File: src/rtl/flag_pkg.sv
// Shared flag-register and branch-condition definitions.
// Used by flag_branch_unit and branch_cond_eval.
package flag_pkg;

    localparam int FLAG_N = 2;
    localparam int FLAG_Z = 1;
    localparam int FLAG_V = 0;

    localparam logic [2:0] COND_NE  = 3'b000;
    localparam logic [2:0] COND_EQ  = 3'b001;
    localparam logic [2:0] COND_GT  = 3'b010;
    localparam logic [2:0] COND_LT  = 3'b011;
    localparam logic [2:0] COND_GTE = 3'b100;
    localparam logic [2:0] COND_LTE = 3'b101;
    localparam logic [2:0] COND_OVF = 3'b110;
    localparam logic [2:0] COND_UNC = 3'b111;

    localparam logic [2:0] EN_ALL  = 3'b111;
    localparam logic [2:0] EN_Z    = 3'b010;
    localparam logic [2:0] EN_NONE = 3'b000;

endpackage

File: src/rtl/branch_cond_eval.sv
// Combinational evaluation of a 3-bit branch condition
// against an {N,Z,V} flag vector.
module branch_cond_eval
    import flag_pkg::*;
(
    input  logic [2:0] flags,
    input  logic [2:0] cond,
    output logic       taken
);

    logic n;
    logic z;
    logic v;

    assign n = flags[FLAG_N];
    assign z = flags[FLAG_Z];
    assign v = flags[FLAG_V];

    // Condition table decode
    always_comb begin
        taken = 1'b0;
        unique case (cond)
            COND_NE:  taken = ~z;
            COND_EQ:  taken = z;
            COND_GT:  taken = ~z & ~n;
            COND_LT:  taken = n;
            COND_GTE: taken = z | (~z & ~n);
            COND_LTE: taken = n | z;
            COND_OVF: taken = v;
            COND_UNC: taken = 1'b1;
            default:  taken = 1'b0;
        endcase
    end

endmodule

File: src/rtl/flag_branch_unit.sv
// Flag register and branch resolution stage behind the ALU.
// Define FLAG_BRANCH_STATS_EN to build the taken/not-taken counters.
module flag_branch_unit
    import flag_pkg::*;
#(
    parameter int CNT_W  = 16,
    parameter bit BYPASS = 1'b1
) (
    input  logic             clk,
    input  logic             rst,
    input  logic             stall,
    input  logic             flush,
    input  logic             ex_valid,
    input  logic [2:0]       alu_flags,
    input  logic [2:0]       alu_flag_en,
    input  logic             br_valid,
    input  logic [2:0]       br_cond,
    output logic [2:0]       flags_q,
    output logic             br_valid_q,
    output logic             br_taken_q,
    output logic [CNT_W-1:0] taken_cnt,
    output logic [CNT_W-1:0] ntaken_cnt
);

    logic       upd;
    logic       res;
    logic [2:0] byp_mask;
    logic [2:0] eff_flags;
    logic       cond_true;

    assign upd = ex_valid & ~stall & ~flush;
    assign res = br_valid & ~stall & ~flush;

    // Same-cycle ALU writes are visible to the branch even under stall.
    assign byp_mask  = {3{ex_valid & ~flush}} & alu_flag_en;
    assign eff_flags = BYPASS
                     ? ((alu_flags & byp_mask) | (flags_q & ~byp_mask))
                     : flags_q;

    branch_cond_eval u_eval (
        .flags (eff_flags),
        .cond  (br_cond),
        .taken (cond_true)
    );

    // Flag register: per-bit masked write
    always_ff @(posedge clk or posedge rst) begin
        if (rst) begin
            flags_q <= '0;
        end else if (upd) begin
            flags_q <= (alu_flags & alu_flag_en) | (flags_q & ~alu_flag_en);
        end
    end

    // Registered branch decision, single-cycle pulse per resolution
    always_ff @(posedge clk or posedge rst) begin
        if (rst) begin
            br_valid_q <= 1'b0;
            br_taken_q <= 1'b0;
        end else if (!stall) begin
            br_valid_q <= res;
            br_taken_q <= res & cond_true;
        end
    end

`ifdef FLAG_BRANCH_STATS_EN
    // Saturating resolution counters, cleared only by reset
    always_ff @(posedge clk or posedge rst) begin
        if (rst) begin
            taken_cnt  <= '0;
            ntaken_cnt <= '0;
        end else if (res) begin
            if (cond_true && taken_cnt != '1) begin
                taken_cnt <= taken_cnt + CNT_W'(1);
            end
            if (!cond_true && ntaken_cnt != '1) begin
                ntaken_cnt <= ntaken_cnt + CNT_W'(1);
            end
        end
    end
`else
    assign taken_cnt  = '0;
    assign ntaken_cnt = '0;
`endif

endmodule

File: config.mk
export PLATFORM = sky130hd
export DESIGN_NAME = flag_branch_unit
export DESIGN_NICKNAME = d
export VERILOG_FILES = /design/src/rtl/flag_pkg.sv /design/src/rtl/branch_cond_eval.sv /design/src/rtl/flag_branch_unit.sv
export SDC_FILE = /design/constraint.sdc
export NUM_CORES = 1
export LEC_CHECK = 0
export CELL_PAD_IN_SITES_DETAIL_PLACEMENT = 1
export CELL_PAD_IN_SITES_GLOBAL_PLACEMENT = 2
export CORE_MARGIN = 4
export CORE_UTILIZATION = 16
export CTS_CLUSTER_SIZE = 25
export DETAILED_ROUTE_END_ITERATION = 10
export PLACE_DENSITY = 0.93
export SLEW_MARGIN = 20
export SYNTH_ARGS = -nofsm -noshare
export SYNTH_HDL_FRONTEND = slang
export SYNTH_SLANG_ARGS = --single-unit
File: constraint.sdc
create_clock -name clk -period 2.2 [get_ports clk]
set_clock_uncertainty 0.1 [all_clocks]
set_input_delay 0.44 -clock clk [delete_from_list [all_inputs] [get_ports clk]]
set_output_delay 0.44 -clock clk [all_outputs]
set_load 0.05 [all_outputs]
==> Word-level counts from Yosys, hierarchy flattened <==
Index checks and enable logic that the tools add are counted.
{ "classes": {"reduce_logical": 1, "eq_ne": 7, "muxes": 1, "bitwise_logic": 22} }
{ "ops": {"columns": ["cell", "count"], "rows": [
  ["$and 3x3->3", 5],
  ["$eq 3x3->1 const B", 4],
  ["$pmux 1 s8", 1],
  ["$and 1x1->1", 7],
  ["$eq 3x2->1 const B", 2],
  ["$not 3->3", 2],
  ["$or 3x3->3", 2],
  ["$not 1->1", 4],
  ["$eq 3x1->1 const B", 1],
  ["$logic_not 3->1", 1],
  ["$or 1x1->1", 2]
]} }
{ "word_totals": {"regBits": 5, "output_inout_bits": 37, "in_bits": 15} }

==> Depth between registers and ports, before layout <==
Gate-level depths: netlist of the first run.
{ "depth": {"depth_word": 11, "depth_mapped": 5, "mapped_depth_nobuf": 5} }

==> Cells and area by module <==
Synthesis of the first run repeated with hierarchy kept, for this count alone.
{ "hier_totals": {"hier_cells": 68, "area_unflattened_um2": 618.1} }
{ "modules_own_cells": {"columns": ["module", "cells_per_inst", "seq_area_each_um2", "area_per_inst_um2", "n_inst"], "rows": [
  ["flag_branch_unit", 57, 125.1, 541.8, 1],
  ["branch_cond_eval", 11, 0.0, 76.3, 1]
]} }

==> Worst setup path before layout of the first run <==
Ideal clock, no wire load.
{ "synth_timing": {"path_kind": "register to register", "startpoint": "register (tool-made name)", "endpoint": "register br_taken_q", "path_buffers": 0, "setup_time_ps": 130, "arrival_time_ps": 1252, "path_slack_ps": 718, "path_stages_with_launch": 5, "path_cell_list": "dfrtp_1 > nand2_1 > a211o_1 > a31oi_1 > o31ai_1"} }
{ "synth_lines": {"columns": ["item", "line", "rtl"], "rows": [
  ["to (signal assigned)", "flag_branch_unit.sv:62", "br_taken_q <= res & cond_true;"],
  ["to (decl)", "flag_branch_unit.sv:20", "output logic br_taken_q,"]
]} }

==> reports/metrics.yaml, run 1 <==
outcome:
  status: "complete, no violations"
layout:
  num_antenna_cells: 0
  fill_cells: 431
  nets: 107
  drive_gt1_frac: 0.0440
  area_growth_pct: 28.4
floorplanning:
  die_h_um: 69.0
  fp-row-count: 21
  die_x_um: 69.0
  pin_count: 52
  core_sq_um: 3470
  dieArea_sq_um: 4760
  start_util: 0.172
global_route:
  grt_pass1_wl_um: 2230
  gr-usage-all-layers: 0.0585
  grt_pass1_vias: 463
  grt_max_degree: 7
  antenna_found_initial: 0
  grt_overflow: 0
critical_path:
  reg2reg_to: "br_taken_q$_DFFE_PP0N_"
  startpoint_type: "register"
  ff2ff_setup_slack_ps: 890
  arrival_ps: 1430
  critPathBufInv: 1
  crit_family: "buffers and inverters"
  critPathMaxFanout: 4
  r2r_cells: 4
  critPathSlowestCell: "clkdlybuf4s50_1"
  cp_slowest_stage_delay_ps: 820
  path_cells: "clkdlybuf4s50_1"
  end_kind: "output pin"
  path_class: "reg2out"
  required_ps: 1660
pwr:
  power_leakage_nw: 0.363
  power.density_nw_per_um2: 760
  fin_total_pwr_mw: 0.581
  max-vdd-ir-drop_mv: 0.353
route:
  wl_per_cell_um: 10.2
  wl_um: 1400
  drt-initial-drc-count: 3
  remaining_drc_errors: 0
  drtAntennaViolNets: 0
  via_per_inst: 3.35
  drt_pass1_iterations: 3
  vias: 459
clocking:
  cts_setup_buffers: 0
  max-clock-path-buffers: 2
  cts.sinks: 5
  clockRootBuffer: "clkbuf_8"
  cts_hold_buf: 0
  cts_tree: "built"
  clk_pin_slew_ps: 40
  post_cts_resized: 0
  insertion_delay_ps: 230
  htree_num_levels: 1
  cts_buffers: 3
synth:
  synth_top_family_by_area: "buffers and inverters"
  ys_seq_elements: 5
  synth_mux_area_frac: 0.124
  synth_cell_types: 21
  ys_seq_area_frac: 0.210
  avgSynthCellArea_sq_um: 8.63
  ys_warn_count: 0
  syn_area_sq_um: 596
  synthCells: 69
  synth_xor_area_frac: 0
  synthSimpleGateAreaFrac: 0.179
  synth-compound-area-share: 0.0651
  synth_adder_area_share: 0
timing:
  finalSetupViolations: 0
  rsz0062_at_grt: "no"
  min_period_ps: 1970
  period_share: 0.895
  setup_tns_ps: 0
  hold_viol: 0
  slew_headroom: 0.663
  maxSlewViolCount: 0
  max_freq_mhz: 508
  worst_pin_slew_ps: 503
placement:
  place_hpwl_um: 1240
  io_buffers: 19
  place.gp.congestion: 0.788
flow_run:
  drv_cap: 0
worst_hold_path:
  hp-class: "in2async"
-- worst max-delay path by stage --
stage	from	slack, ps	cells past startpoint	end
CTS	register	210	1	flags_q[2]
global placement	flush	160	6	br_taken_q$_DFFE_PP0N_
finish	register	230	1	flags_q[2]
detailed placement	flush	60	6	br_taken_q$_DFFE_PP0N_
floorplan	register	720	4	br_taken_q$_DFFE_PP0N_
global route	register	180	1	flags_q[2]
-- area by class of cell --
class / count / area, sq um / share of cell area
multi-input combinational: 61 / 339 / 0.444
sequential: 5 / 125 / 0.164
tap: 46 / 57.6 / 0.0753
timing repair buffer: 19 / 190 / 0.249
clock buffer: 4 / 45.0 / 0.0589
inverter: 2 / 7.51 / 0.00982
-- worst register-to-register path, delay by kind of cell (launching register included) --
kind / cells / cell delay, ps
compound gates: 1 / 210
flops: 1 / 400
mux: 2 / 440
simple gates: 1 / 70
-- power by group --
group / switching [mW] / internal, mW / total, mW
Clock: 0.0506 / 0.125 / 0.175
Sequential: 0.0122 / 0.108 / 0.120
Combinational: 0.213 / 0.0721 / 0.285
-- cells in the final DEF (no fill, tap or decap) --
cell type,instances
nand4b_1,2
a211o_1,1
mux2_1,3
and3b_1,1
and2b_2,1
a31oi_1,1
nor2b_1,1
nand3_1,2
clkdlybuf4s50_1,19
nor3b_1,2
clkbuf_8,3
clkbuf_1,1
and2_1,1
inv_1,2
nand2_1,4
nand3b_1,2
a21o_1,1
nor2_1,1
o311ai_0,1
mux2i_1,4
o31ai_1,1
dfrtp_1,5
conb_1,32
-- through the flow --
step	setup slack, ps	cell area [sq um]	utilization	hold slack, ps	std cells
2_1_floorplan	718	712	-	119	100
3_3_place_gp	162	719	0.207	370	133
3_5_place_dp	56.9	719	0.207	395	133
4_1_cts	213	764	0.220	325	137
5_1_grt	179	764	0.220	347	137
6_report	231	764	0.220	315	137
-- cell usage after synthesis --
| library cell | instances | area share |
|---|---|---|
| buf_4 | 32 | 0.40 |
| o311ai_0 | 1 | 0.015 |
| nor2b_1 | 1 | 0.011 |
| and3b_1 | 1 | 0.015 |
| a21o_1 | 1 | 0.013 |
| nor3b_1 | 2 | 0.025 |
| mux2i_1 | 4 | 0.067 |
| dfrtp_1 | 5 | 0.21 |
| inv_1 | 2 | 0.013 |
| and2b_2 | 1 | 0.015 |
| nor2_1 | 1 | 0.0063 |
| a31oi_1 | 1 | 0.011 |
| nand4b_1 | 2 | 0.029 |
| nand3b_1 | 2 | 0.025 |
| a211o_1 | 1 | 0.015 |
| and2_1 | 1 | 0.011 |
| conb_1 | 1 | 0.0063 |
| nand3_1 | 2 | 0.017 |
| nand2_1 | 4 | 0.025 |
| o31ai_1 | 1 | 0.013 |
| mux2_1 | 3 | 0.057 |
-- metal layers --
layer,global-route usage,vias to the layer above,part of all wire
li1,-,214,-
met1,0.0618,214,0.36
met2,0.0975,29,0.51
met3,0.0378,2,0.12
met4,0.0130,0,0.0086
met5,0,-,0
-- cells by family after synthesis --
group / Yosys count
multiplexers: 7
AO/OA/AOI/OAI: 5
flip-flops: 5
AND/OR/NAND/NOR: 17
buffers and inverters: 34
other: 1
No activity file was read; power rests on OpenSTA's default activity.
==> run 2, diff against run 1 <==
--- a/config.mk
+++ b/config.mk
@@ -9,8 +9,10 @@
 export CELL_PAD_IN_SITES_GLOBAL_PLACEMENT = 2
 export CORE_MARGIN = 4
-export CORE_UTILIZATION = 16
+export CORE_UTILIZATION = 17
+export CTS_BUF_LIST = sky130_fd_sc_hd__clkbuf_8
 export CTS_CLUSTER_SIZE = 25
 export DETAILED_ROUTE_END_ITERATION = 10
-export PLACE_DENSITY = 0.93
+export PLACE_DENSITY = 0.95
+export REMOVE_ABC_BUFFERS = 1
 export SLEW_MARGIN = 20
 export SYNTH_ARGS = -nofsm -noshare
==> constraint.sdc (replaced) <==
create_clock -name clk -period 2.2 [get_ports clk]
set_clock_uncertainty 0.1 [all_clocks]
set_input_delay 0.44 -clock clk [delete_from_list [all_inputs] [get_ports clk]]
set_output_delay 0.44 -clock clk [all_outputs]
set_load 0.01 [all_outputs]
==> reports/metrics.yaml, run 2 (synthesis results as in run 1) <==
outcome:
  status: "complete, no violations"
route:
  vias: 468  # +2.0%
  via_per_inst: 3.42  # +2.0%
  wl_um: 1520  # +8.4%
  drtAntennaViolNets: 0  # unchanged
  drt-initial-drc-count: 2  # -1
  wl_per_cell_um: 11.1  # +8.4%
  remaining_drc_errors: 0  # unchanged
  drt_pass1_iterations: 4  # +1
pwr:
  netSwitchingFraction: 0.322  # -0.153
  power_frac_comb: 0.328  # -0.163
  p_int_mw: 0.303  # -0.68%
  p_clk_frac: 0.403  # +0.101
  switchingPower_mw: 0.144  # -48%
  fin_total_pwr_mw: 0.447  # -23%
  power_leakage_nw: 0.366  # +0.75%
  p_seq_frac: 0.269  # +0.062
  power.density_nw_per_um2: 583  # -23%
  max-vdd-ir-drop_mv: 0.190  # -46%
clocking:
  cts_hold_buf: 0  # unchanged
  cts_buffers: 3  # unchanged
  clk_pin_slew_ps: 40  # about the same
  htree_num_levels: 1  # unchanged
  max-clock-path-buffers: 2  # unchanged
  insertion_delay_ps: 230  # about the same
  cts.sinks: 5  # unchanged
  cts_tree: "built"
  post_cts_resized: 0  # unchanged
  clockRootBuffer: "clkbuf_8"
  cts_setup_buffers: 0  # unchanged
floorplanning:
  core_sq_um: 3360  # -3.0%
  dieArea_sq_um: 4510  # -5.2%
  start_util: 0.177  # +0.00537
  die_h_um: 67.2  # -2.6%
  die_x_um: 67.2  # -2.6%
  pin_count: 52  # unchanged
  fp-row-count: 21  # unchanged
flow_run:
  drv_cap: 0  # unchanged
critical_path:
  required_ps: 2230  # +570 ps
  crit_family: "buffers and inverters"
  critPathMaxFanout: 6  # +2
  arrival_ps: 1950  # +520 ps
  critPathBufInv: 1  # unchanged
  path_cells: "clkdlybuf4s50_1, nand3b_1, mux2i_1, mux2i_1, nor3b_1, o31ai_1"
  crit_path_frequent_cell: "mux2i_1"
  path_class: "in2reg"
  cp_slowest_stage_delay_ps: 580  # -240 ps
  startpoint_type: "input pin"
  end_kind: "register"
  critPathSlowestCell: "clkdlybuf4s50_1"
global_route:
  grt_pass1_wl_um: 2210  # -0.90%
  grt_max_degree: 7  # unchanged
  antenna_found_initial: 0  # unchanged
  grt_overflow: 0  # unchanged
  gr-usage-all-layers: 0.0703  # +0.0118
  grt_pass1_vias: 469  # +1.3%
timing:
  maxSlewViolCount: 0  # unchanged
  finalSetupViolations: 0  # unchanged
  setup_tns_ps: 0  # unchanged
  min_period_ps: 1910  # -57.5 ps
  setup_slack_ps: 289  # +57.5 ps
  rsz0062_at_grt: "no"
  max_freq_mhz: 523  # +3.0%
  hold_viol: 0  # unchanged
  period_share: 0.869  # -0.0261
layout:
  fin_util: 0.228  # +0.00726
  nets: 107  # unchanged
  final_cell_mix: "conb_1, clkdlybuf4s50_1, dfrtp_1"
  fill_cells: 449  # +4.2%
  area_growth_pct: 28.6
  drive_gt1_frac: 0.0549  # +0.0110
  multi_input_area_sq_um: 339  # unchanged
  register_area_sq_um: 125  # unchanged
  num_antenna_cells: 0  # unchanged
  final_common_cell: "conb_1"
placement:
  place_hpwl_um: 1280  # +2.9%
  pre_cts_ws_ps: 64.1  # +7.22 ps
  io_buffers: 19  # unchanged
  place.gp.congestion: 0.770  # -2.3%
worst_hold_path:
  hp-class: "in2async"
[run 2: per-layer routing]
layer,track usage,part of all wire,vias to the layer above
li1,-,-,213
met1,0.0722,0.34,216
met2,0.103,0.49,36
met5,0,0,-
met3,0.0483,0.15,3
met4,0.0456,0.020,0
[run 2: worst reg2reg max path: stages (launching register included)]
cell	delay, ps
dfrtp_1	410
mux2i_1	190
mux2i_1	250
nor3b_1	80
o31ai_1	240
[run 2: cell type report]
cell class | count | area share
multi-input cells | 61 | 0.443
repair buffers | 19 | 0.248
flip-flops and latches | 5 | 0.163
well taps | 46 | 0.0752
clock buffers | 3 | 0.0539
inverters | 2 | 0.00980
clock inverters | 1 | 0.00654
[run 2: path summary, 6_finish.rpt]
kind | slack (ps) | to | cells past startpoint | startpoint
worst min-delay path | 310 | br_taken_q$_DFFE_PP0N_ | 2 | rst
worst max register to register | 840 | br_taken_q$_DFFE_PP0N_ | 4 | register
min in group clk | 400 | br_valid_q$_DFFE_PP0N_ | 1 | br_valid_q$_DFFE_PP0N_
worst max-delay path | 290 | br_taken_q$_DFFE_PP0N_ | 6 | ex_valid
worst min register to register | 400 | br_valid_q$_DFFE_PP0N_ | 1 | br_valid_q$_DFFE_PP0N_
max in group asynchronous | 1500 | br_valid_q$_DFFE_PP0N_ | 2 | rst
[run 2: per-stage QoR]
| stage | cells | hold WS, ps | cell area, sq um |
|---|---|---|---|
| CTS | 137 | 317 | 766 |
| finish | 137 | 311 | 766 |
| global route | 137 | 339 | 766 |
| floorplan | 68 | 119 | 472 |
| detailed placement | 133 | 371 | 719 |
| global placement | 133 | 366 | 719 |
[run 2: power by group through the flow]
stage	combinational [mW]	clock [mW]	sequential, mW
after detailed placement	0.145	0	0.121
final	0.146	0.180	0.120
after floorplan	0.0641	0	0.126
after global routing	0.160	0.199	0.122
after CTS	0.147	0.187	0.120
after global placement	0.141	0	0.119
==> RTL change 1: new RTL, settings of run 2 <==
Change the parameter `CNT_W` from 16 to 32.
--- a/src/rtl/flag_branch_unit.sv
+++ b/src/rtl/flag_branch_unit.sv
@@ -5,3 +5,3 @@
 #(
-    parameter int CNT_W  = 16,
+    parameter int CNT_W  = 32,
     parameter bit BYPASS = 1'b1
Ports: changed (resized ntaken_cnt and taken_cnt); port bits go from 52 to 84. No check against the original RTL was run, so the function may have changed too.
==> RTL change 1 against run 2 <==
Wire length up 15%; sequential cell count did not move; critical endpoint unchanged; non-clock buffer count did not move; critical path type unchanged; first-iteration DRC count grew to 7.0 times the old value; design area up 19%; largest cell class unchanged; total power increased by 3.0%; worst setup slack gained 0.069 ns; die area up 35%; count of clock-buffer cells in the layout stayed put; synthesized area grew 40%.
==> RTL change 1: results (changes against run 2) <==
outcome complete, no violations (unchanged); vias per cell 2.82 (was 3.42); number of DRC markers in iteration 0 14 (was 2); met2 Resource Use GR 10.1% (was 10.3%); ranking of synthesized cells by instance count sky130_fd_sc_hd__buf_4 (64), sky130_fd_sc_hd__dfrtp_1 (5), sky130_fd_sc_hd__mux2i_1 (4), sky130_fd_sc_hd__nand2_1 (4), sky130_fd_sc_hd__mux2_1 (3) (was sky130_fd_sc_hd__buf_4 (32), sky130_fd_sc_hd__dfrtp_1 (5), sky130_fd_sc_hd__mux2i_1 (4), sky130_fd_sc_hd__nand2_1 (4), sky130_fd_sc_hd__mux2_1 (3)); Placed Instances 186 (was 133); first-pass GRT wire length 2.50 mm (was 2.21 mm); vias after detailed routing 535 (was 468); number of global-route vias before repair 529 (was 469); final wirelength 1.74 mm (was 1.52 mm); placed instance area 866 µm² (was 719 µm²); detailed-routed wire length on met3 307 µm (was 231 µm); share of post-route cells with drive strength above 1 3.25% (was 5.49%); global-route track usage on met1 4.14% (was 7.22%); Synth Area in Compound Gates 4.64% (was 6.51%); sequential-to-total area share from yosys stat 15.0% (was 21.0%); worst vdd rail ir drop 0.131 mV (was 0.190 mV); number of fillers in the final layout 597 (was 449); met1 wire length 485 µm (was 518 µm); RD Place Congestion 0.771 (was 0.770); instance count of the mapped netlist 101 (was 69); GR Layer Usage met3 4.82% (was 4.83%); power dissipated in combinational cells 170 µW (was 146 µW); Crit Path Max Fanout 5 (was 6); leakage power 0.000471 µW (was 0.000366 µW)
## RTL change 1: final cells by class
cell class | instances | area (µm²) | share of cell area (%)
Sequential cell | 5 | 125 | 13.7
Clock buffer | 3 | 41.3 | 4.53
Tap cell | 67 | 83.8 | 9.20
Inverter | 2 | 7.51 | 0.824
Multi-Input combinational cell | 93 | 459 | 50.4
Clock inverter | 1 | 3.75 | 0.412
Timing Repair Buffer | 19 | 190 | 20.9
## RTL change 1: path summary, 6_finish.rpt
kind	end	slack, ns	start
max in group asynchronous	asynchronous set/reset pin	1.49	rst
worst max-delay path	br_taken_q$_DFFE_PP0N_	0.36	flush
min in group clk	br_valid_q$_DFFE_PP0N_	0.38	br_valid_q$_DFFE_PP0N_
worst max register to register	br_taken_q$_DFFE_PP0N_	0.95	register
worst min-delay path	asynchronous set/reset pin	0.32	rst
worst min register to register	br_valid_q$_DFFE_PP0N_	0.38	br_valid_q$_DFFE_PP0N_
==> RTL change 2: new RTL, settings of run 2 <==
Made on the original files. Register the output `flags_q` once more, cleared by the reset; this adds one clock of latency there. The other outputs are not delayed to match.
--- a/src/rtl/flag_branch_unit.sv
+++ b/src/rtl/flag_branch_unit.sv
@@ -24,2 +24,4 @@
 
+    logic [2:0] flags_q_s0;
+
     logic       upd;
@@ -36,4 +38,4 @@
     assign eff_flags = BYPASS
-                     ? ((alu_flags & byp_mask) | (flags_q & ~byp_mask))
-                     : flags_q;
+                     ? ((alu_flags & byp_mask) | (flags_q_s0 & ~byp_mask))
+                     : flags_q_s0;
 
@@ -48,5 +50,5 @@
         if (rst) begin
-            flags_q <= '0;
+            flags_q_s0 <= '0;
         end else if (upd) begin
-            flags_q <= (alu_flags & alu_flag_en) | (flags_q & ~alu_flag_en);
+            flags_q_s0 <= (alu_flags & alu_flag_en) | (flags_q_s0 & ~alu_flag_en);
         end
@@ -85,2 +87,10 @@
 
+    always_ff @(posedge clk or posedge rst) begin
+        if (rst) begin
+            flags_q <= '0;
+        end else begin
+            flags_q <= flags_q_s0;
+        end
+    end
+
 endmodule
Behaviour: not the same (a bounded check fails within 4 cycles, from zero or initial values and one cycle with rst high).
==> RTL change 2 against run 2 <==
Wire length decreased by 0.59%; synthesized area is 13% higher; fmax increased by 0.65%; register-to-register slack better by 0.06 ns; sequential cell count up 3; design area is 9.5% higher; critical path depth did not move; worst setup slack improved by 0.012 ns; total power is 15% higher; first-iteration DRC count increased by 50%; utilization shrank 0.37 points.
==> RTL change 2: results (changes against run 2) <==
outcome complete, no violations (unchanged); share of post-route cells with drive strength above 1 8.42% (was 5.49%); number of fillers in the final layout 481 (was 449); main area contributors after synthesis sky130_fd_sc_hd__buf_4 (36%), sky130_fd_sc_hd__dfrtp_1 (30%), sky130_fd_sc_hd__mux2_2 (5.0%) (was sky130_fd_sc_hd__buf_4 (40%), sky130_fd_sc_hd__dfrtp_1 (21%), sky130_fd_sc_hd__mux2i_1 (6.7%)); FF-to-FF setup slack 0.90 ns (was 0.84 ns); Crit Path Max Fanout 5 (was 6); Tightest Hold Check Type register to register (was input port to asynchronous set/reset pin); placed instance area 797 µm² (was 719 µm²); unique cell type count in the Yosys netlist 23 (was 21); depth of the worst register-to-register path 4 (unchanged); ranking of synthesized cells by instance count sky130_fd_sc_hd__buf_4 (32), sky130_fd_sc_hd__dfrtp_1 (8), sky130_fd_sc_hd__nand3b_1 (4) (was sky130_fd_sc_hd__buf_4 (32), sky130_fd_sc_hd__dfrtp_1 (5), sky130_fd_sc_hd__mux2i_1 (4), sky130_fd_sc_hd__nand2_1 (4), sky130_fd_sc_hd__mux2_1 (3)); pin count of the biggest net entering global routing 9 (was 7); instance count of the mapped netlist 74 (was 69); buffer type at the clock tree root sky130_fd_sc_hd__clkbuf_8 (unchanged); clock slew seen by the registers of the worst setup and hold paths 0.04 ns (about the same); worst vdd rail ir drop 0.250 mV (was 0.190 mV); global routing usage summed across all routing layers 5.88% (was 7.03%); data arrival at the endpoint of the critical path 1.89 ns (was 1.95 ns); capture point of the critical path br_taken_q$_DFFE_PP0N_ (unchanged); first-pass GRT wire length 2.26 mm (was 2.21 mm); source of the critical timing path flush (was ex_valid); NumNets Final 112 (was 107); Placed Instances 140 (was 133); number of DRC markers in iteration 0 3 (was 2); vias after detailed routing 494 (was 468); sequential-to-total area share from yosys stat 29.9% (was 21.0%); number of global-route vias before repair 500 (was 469); HPWL reported at the end of detailed placement 1.32 mm (was 1.28 mm); leakage power 0.000390 µW (was 0.000366 µW); vias per cell 3.45 (was 3.42); final wirelength 1.51 mm (was 1.52 mm)
[RTL change 2: worst max-delay path: stages]
cell and delay (ns):
sky130_fd_sc_hd__clkdlybuf4s50_1 0.53, sky130_fd_sc_hd__and4b_2 0.27, sky130_fd_sc_hd__a2111oi_2 0.33, sky130_fd_sc_hd__a31oi_1 0.09, sky130_fd_sc_hd__a21boi_1 0.14, sky130_fd_sc_hd__o31ai_1 0.09
[RTL change 2: worst min path at each step]
| stage | start | endpoint | slack [ns] | depth (start not counted) |
|---|---|---|---|---|
| after floorplan | rst | asynchronous set/reset pin | 0.16 | 1 |
| after global placement | register | flags_q[0]$_DFF_PP0_ | 0.28 | 0 |
| after detailed placement | register | flags_q[1]$_DFF_PP0_ | 0.29 | 0 |
| after CTS | register | flags_q[1]$_DFF_PP0_ | 0.30 | 0 |
| after global routing | register | flags_q[1]$_DFF_PP0_ | 0.32 | 0 |
| final | register | flags_q[1]$_DFF_PP0_ | 0.30 | 0 |
[RTL change 2: cell families after synthesis]
kind of cell	synth area share (%)
buf+inv	36.9
simple gates	14.6
compound gates	10.1
flops	29.9
mux	8.02
other cells	0.559
[RTL change 2: metal layers]
layer / share of wire (%) / global-route usage, %
met2: 51 / 9.78
met5: 0 / 0
met1: 37 / 6.51
met3: 12 / 2.98
met4: 0 / 1.88
[RTL change 2: stage by stage]
stage	setup slack, ns	utilization, %
3_5_place_dp	0.0712	21.3
6_report	0.301	22.4
4_1_cts	0.291	22.4
2_1_floorplan	0.721	-
3_3_place_gp	0.146	21.3
5_1_grt	0.151	22.4
[RTL change 2: area by class of cell]
class	instances	area, µm²	share of cell area, %
Clock buffer	3	41.3	4.93
Inverter	2	7.51	0.896
Multi-Input combinational cell	63	339	40.4
Sequential cell	8	200	23.9
Tap cell	48	60.1	7.16
Timing Repair Buffer	19	190	22.7
[RTL change 2: where the power goes]
part / internal (µW) / total, µW / switching [µW]
combinational: 74.7 / 150 / 75.0
sequential: 175 / 193 / 17.6
clock: 118 / 172 / 53.4
total: 368 / 514 / 146
